`src/rtl/ar_rx.sv`:
```
// Bipolar RZ serial receiver: synchronises the In1/In0 line pair and deserialises 32-bit words (8-bit address, 23-bit data, odd parity).
// Word outputs update two clocks after the final pulse is first sampled; the line has no backpressure.
module ar_rx #(
  parameter int Fclk = 50_000_000
) (
  input  logic        clk,
  input  logic        rst,
  input  logic        In1,
  input  logic        In0,
  input  logic [1:0]  VEL,
  output logic [7:0]  ADR,
  output logic [22:0] DAT,
  output logic        ok,
  output logic        ce_wr,
  output logic        err
);

  localparam int TG_FAST = 2 * Fclk / 100_000;
  localparam int TG_MID  = 2 * Fclk / 50_000;
  localparam int TG_SLOW = 2 * Fclk / 12_500;

  localparam logic [15:0] TG_FAST_M1 = 16'(TG_FAST - 1);
  localparam logic [15:0] TG_MID_M1  = 16'(TG_MID - 1);
  localparam logic [15:0] TG_SLOW_M1 = 16'(TG_SLOW - 1);

  typedef enum logic [1:0] {
    IDLE = 2'd0,
    RECV = 2'd1,
    GAP  = 2'd2
  } state_t;

  state_t state, state_nxt;

  logic s1_1, s2_1, s3_1;
  logic s1_0, s2_0, s3_0;

  logic        bit_edge;
  logic        line_fault;
  logic        bit_val;
  logic        valid_bit;
  logic [15:0] gap_cnt;
  logic [15:0] tgap_m1;
  logic        timeout;
  logic [4:0]  bit_cnt;
  logic [30:0] shreg;
  logic [31:0] word;

  logic shift_en;
  logic load_word;
  logic err_nxt;

  // s1/s2 resolve metastability; s3 is history for rising-edge detection
  always_ff @(posedge clk or posedge rst) begin
    if (rst) begin
      s1_1 <= 1'b0;
      s2_1 <= 1'b0;
      s3_1 <= 1'b0;
      s1_0 <= 1'b0;
      s2_0 <= 1'b0;
      s3_0 <= 1'b0;
    end else begin
      s1_1 <= In1;
      s2_1 <= s1_1;
      s3_1 <= s2_1;
      s1_0 <= In0;
      s2_0 <= s1_0;
      s3_0 <= s2_0;
    end
  end

  assign bit_edge   = (s2_1 | s2_0) & ~(s3_1 | s3_0);
  assign line_fault = bit_edge & s2_1 & s2_0;
  assign valid_bit  = bit_edge & ~(s2_1 & s2_0);
  assign bit_val    = s2_1;
  assign word       = {shreg, bit_val};

  always_comb begin
    case (VEL)
      2'b11:   tgap_m1 = TG_FAST_M1;
      2'b10:   tgap_m1 = TG_MID_M1;
      default: tgap_m1 = TG_SLOW_M1;
    endcase
  end

  assign timeout = (gap_cnt == tgap_m1);

  always_ff @(posedge clk or posedge rst) begin
    if (rst) begin
      gap_cnt <= '0;
    end else if (bit_edge) begin
      gap_cnt <= '0;
    end else if (gap_cnt != 16'hFFFF) begin
      gap_cnt <= gap_cnt + 16'd1;
    end
  end

  always_ff @(posedge clk or posedge rst) begin
    if (rst) begin
      state <= IDLE;
    end else begin
      state <= state_nxt;
    end
  end

  // A pulse always wins over a timeout in the same cycle
  always_comb begin
    state_nxt = state;
    case (state)
      IDLE: begin
        if (valid_bit) begin
          state_nxt = RECV;
        end else if (line_fault) begin
          state_nxt = GAP;
        end
      end
      RECV: begin
        if (line_fault) begin
          state_nxt = GAP;
        end else if (valid_bit) begin
          if (bit_cnt == 5'd31) begin
            state_nxt = GAP;
          end
        end else if (timeout) begin
          state_nxt = IDLE;
        end
      end
      GAP: begin
        if (!bit_edge && timeout) begin
          state_nxt = IDLE;
        end
      end
      default: state_nxt = IDLE;
    endcase
  end

  always_comb begin
    shift_en  = 1'b0;
    load_word = 1'b0;
    err_nxt   = 1'b0;
    case (state)
      IDLE: begin
        shift_en = valid_bit;
        err_nxt  = line_fault;
      end
      RECV: begin
        if (line_fault) begin
          err_nxt = 1'b1;
        end else if (valid_bit) begin
          if (bit_cnt == 5'd31) begin
            load_word = 1'b1;
          end else begin
            shift_en = 1'b1;
          end
        end else if (timeout) begin
          err_nxt = 1'b1;
        end
      end
      GAP: begin
        err_nxt = bit_edge;
      end
      default: begin
        shift_en  = 1'b0;
        load_word = 1'b0;
        err_nxt   = 1'b0;
      end
    endcase
  end

  always_ff @(posedge clk or posedge rst) begin
    if (rst) begin
      bit_cnt <= '0;
      shreg   <= '0;
    end else if (shift_en) begin
      bit_cnt <= (state == IDLE) ? 5'd1 : bit_cnt + 5'd1;
      shreg   <= word[30:0];
    end
  end

  always_ff @(posedge clk or posedge rst) begin
    if (rst) begin
      ADR   <= '0;
      DAT   <= '0;
      ok    <= 1'b0;
      ce_wr <= 1'b0;
      err   <= 1'b0;
    end else begin
      ce_wr <= load_word;
      err   <= err_nxt;
      if (load_word) begin
        ADR <= word[31:24];
        DAT <= word[23:1];
        ok  <= ^word;
      end
    end
  end

endmodule

```
`config.mk`:
```
export PLATFORM = sky130hd
export DESIGN_NAME = ar_rx
export DESIGN_NICKNAME = d
export VERILOG_FILES = /design/src/rtl/ar_rx.sv
export SDC_FILE = /design/constraint.sdc
export NUM_CORES = 1
export LEC_CHECK = 0
export CAP_MARGIN = 30
export CORE_MARGIN = 1.5
export CORE_UTILIZATION = 25
export DETAILED_ROUTE_END_ITERATION = 8
export GPL_ROUTABILITY_DRIVEN = 0
export GPL_TIMING_DRIVEN = 0
export HOLD_SLACK_MARGIN = 0.08
export PLACE_DENSITY = 0.43
export SLEW_MARGIN = 30
export SYNTH_ARGS = -nofsm -noshare
export SYNTH_HDL_FRONTEND = slang
export SYNTH_SLANG_ARGS = --single-unit
```
`constraint.sdc`:
```
create_clock -name clk -period 3.7 [get_ports clk]
set_input_delay 0.74 -clock clk [delete_from_list [all_inputs] [get_ports clk]]
set_output_delay 0.74 -clock clk [all_outputs]
set_load 0.03 [all_outputs]
```
# Word-level counts from Yosys, hierarchy flattened
# Cells that the tools add are included.
# totals
regBits	94
word_cells	67
output_inout_bits	34
# classes
add_sub_neg	2
bitwise_logic	9
n_eq_ne	11
muxes	24
n_reduce_logical	6
# op_table
operator	count
16-bit 2-to-1 mux	2
32-bit parity	1
13-bit case mux with 2 select lines	1
16-bit by 1-bit adder with 16-bit output (second input constant)	1
16-bit == test	1
16-bit inequality test (second input constant)	1
2-bit 2-to-1 mux	7
1-bit 2-to-1 mux	10
4-bit inequality test (second input constant)	2
2-bit == test (second input constant)	3
2-bit case mux with 3 select lines	1
5-bit by 1-bit adder with 5-bit output (second input constant)	1
1-bit bitwise AND	5
5-bit == test (second input constant)	1
5-bit 2-to-1 mux	1
4-bit AND reduction	1
3-bit inequality test (second input constant)	1
1-bit case mux with 3 select lines	1
2-bit by 1-bit == test with 1-bit output (second input constant)	1
2-bit logical NOT	1
2-bit inequality test (second input constant)	1
1-bit NOT	2
1-bit OR	2
1-bit case mux with 2 select lines	1
3 further kinds	3

# Logic depth before layout (Yosys ltp)
# depth
ltp_word	8
depth_mapped	9

# Worst setup path before layout
# OpenSTA, ideal clock, no wires.
# synth_timing
kind	register to register
from	reg bit_cnt[0]
to	reg shreg[0]
arrival_time_ns	1.994
n_path_buf	2
path_stages_with_launch	8
setup_ns	0.125
required_time_ns	3.575
path_slack_ns	1.581
cell_sequence	dfrtp_1 > ha_1 > and3_1 > ha_1 > clkbuf_1 > a211oi_4 > buf_4 > mux2_2
# synth_via
elab_chain_len	5
# synth_lines
element	line	rtl
start, declared	44	logic [4:0] bit_cnt;
start signal, assigned	174	bit_cnt <= (state == IDLE) ? 5'd1 : bit_cnt + 5'd1;
5-bit == test	149	if (bit_cnt == 5'd31) begin
1-bit 2-to-1 mux	149	
1-bit 2-to-1 mux	148	end else if (valid_bit) begin
1-bit 2-to-1 mux	146	if (line_fault) begin
1-bit case mux with 2 select lines	140	case (state)
end signal, assigned	175	shreg <= word[30:0];
end, declared	45	logic [30:0] shreg;
# Every way passes these cells.
# A chain may end at the register's enable or synchronous reset.

# Final worst setup path
# layout_timing
from	reg bit_cnt[0]
to	reg shreg[17]
# Same word-level chain as after synthesis.

==> run metrics <==
Main synth FF type dfrtp_1; Final Hold Viols 0; CP required 3920 ps; CP most frequent cell ha_1; worst stage delay on the critical path 440 ps; Final period util 0.6401; combined area of the multi-input logic cells 1750 sq um; cell count after placement 588; io pins 40; vias per std cell 4.328; clock slew at reported path FFs 60 ps; post-synthesis sequential area ratio 0.5579; Area Growth Syn to Fin 23.80%; die width 132.9 microns; post-route ant nets 0; RSZ-0062 raised after global routing false; Setup crit end kind flop; Simple-Gate Fraction of Synth Area 0.09318; cells after synthesis 328; CP delay by family, top buffers and inverters; full die area 17650 sq um; Adder-Cell Fraction of Synth Area 0.008902; layout cells sized above 1 0.1697; fin util 0.3159; most frequent cells after synthesis 94 x dfrtp_1, 36 x mux2_2, 31 x xnor2_1, 27 x mux2_1, 20 x nor2_1; EDFF count, synth 0; vias 2610; Layout Nets 388; largest net degree at the start of global routing 51; Reg2Reg Depth 7; Rows 47; total negative slack 0 ps; Sequential Area 2352 sq um; Cell Pwr Density 413.8 nW/um^2; syn avg cell area 12.86 sq um; vias in the first global route 2634; CP cell instances ha_1 -> and3_1 -> ha_1 -> clkbuf_1 -> a211oi_4 -> buf_4 -> mux2_2; status finished clean; initial antenna violation count 0; CTS tree done; Synth async-reset ratio 1.000; DR DRC count 0; Pins Over Slew Limit 0; fillcell total 1647; TritonCTS Buffers 9; Worst Path Arrival 2590 ps; # diodes 0; Initial Utilization 0.2552; largest cells by area after synthesis dfrtp_1 56%, mux2_2 9.6%, mux2_1 7.2%, xnor2_1 6.4%, xor2_1 2.3%; hold_buf cts 0; drt first pass iters 4; CP Buf/Inv Count 2; Setup Buffers After CTS 0; Slew @ Worst Pin 653.6 ps; crit path time final 2368 ps; Clock Path Buffers 2; library cells used by synthesis 46; CTS sink count 94; Peak VDD IR 226.7 uV; largest fanout on the critical path 10; #FFs+latches synth 94; most instantiated library cell after synthesis dfrtp_1; max cap viols 0; final setup fails 0; Synth Area in Compound Gates 0.05757; Fmax achieved 422.3 MHz; # resized after CTS 0; Critical-path top delay cell a211oi_4; # port buffers 39; CP Depth 7; Worst setup SP type flop; Pleak 2.327 nW; syn_nets 337; gr ovfl total 0; H-tree depth 3; fraction of synthesized cell area in xor and xnor cells 0.08724; Post-Route WL 7882 microns; first-pass GRT wire length 13710 microns; CTS root buf clkbuf_16; Rel. slew slack 0.5597; Fin Clk Skew 5.242 ps; YS warnings 0; CP Class reg2reg; DR WL/cell 13.07 microns; Synth area leader dfrtp_1; clock latency on the worst-skew pair 340 ps; Layout Cells excl Fill 603; Die H 132.9 microns; mux share of post-synthesis cell area 0.1682; starting DRC count in detailed routing 91; post-DP HPWL 5547 microns; hold path depth 0; total global-route track usage 0.09965; mapped cell area 4217 sq um; worst hold path class reg2reg; Synth top area share 0.5579; core region area 16520 sq um; combinational family with the most area after synthesis multiplexers
==> cells by family (layout without fill, tap and decap cells) <==
kind of cell    after synthesis  after routing
xor+xnor                     42             42
mux                          63             63
simple gates                 74             74
fa+ha+maj                     3              3
flops                        94             94
compound gates               34             34
buf+inv                      18             73
==> layer usage <==
metal | share of wire | global-route usage
met2 | 0.44 | 0.1493
met5 | 0 | 0
met3 | 0.050 | 0.03295
met4 | 0.022 | 0.04945
met1 | 0.48 | 0.1288
==> final timing paths <==
kind                                 start   endpoint  slack [ps]
worst max register to register  bit_cnt[0]  shreg[17]        1330
worst max-delay path            bit_cnt[0]  shreg[17]        1330
min in group asynchronous              rst    DAT[21]         800
worst min-delay path                  s1_0       s2_0         350
worst min register to register        s1_0       s2_0         350
max in group asynchronous              rst  shreg[27]        2310
==> flip-flops by register name, indices dropped and copies added, names as in the netlist, 2 cells and up <==
| name | flops |
|---|---|
| state | 2 |
| shreg | 31 |
| DAT | 23 |
| ADR | 8 |
| bit_cnt | 5 |
| gap_cnt | 16 |
==> final cells by class <==
| cell class | instances | share of cell area |
|---|---|---|
| flip-flops and latches | 94 | 0.4506 |
| clock buffers | 11 | 0.04458 |
| repair buffers | 40 | 0.08006 |
| plain buffers | 13 | 0.01822 |
| clock inverters | 4 | 0.01390 |
| well taps | 220 | 0.05273 |
| multi-input cells | 216 | 0.3353 |
| inverters | 5 | 0.004554 |
==> per-stage QoR <==
stage	worst slack, ps	power, mW	hold slack (ps)	instance area [sq um]
after floorplan	511.3	1.170	331.2	4217
after global placement	-1162	1.206	336.6	4882
after detailed placement	1104	1.213	337.3	4915
after CTS	1283	2.206	351.5	5220
after global routing	1188	2.267	370.7	5220
final	1332	2.160	348.8	5220
==> layout by cell type (no fill, tap or decap), drive strengths merged, types with 3 or more instances in the layout <==
cell	instances
nand2b	4
and2	3
nor2	21
a21oi	7
o21ai	7
dfrtp	94
nand4	6
clkbuf	15
inv	5
xor2	11
clkdlybuf4s50	39
xnor2	31
a31oi	4
and3	4
and4	3
buf	10
nand2	15
ha	3
nand3	7
mux2	63
==> power breakdown <==
group	total, mW	internal, mW	switching (mW)
Sequential	1.08	1.05	0.0304
Clock	0.970	0.588	0.382
Combinational	0.108	0.0401	0.0678
Total	2.16	1.68	0.480
Note: power is estimated with default switching activity, not from simulation.
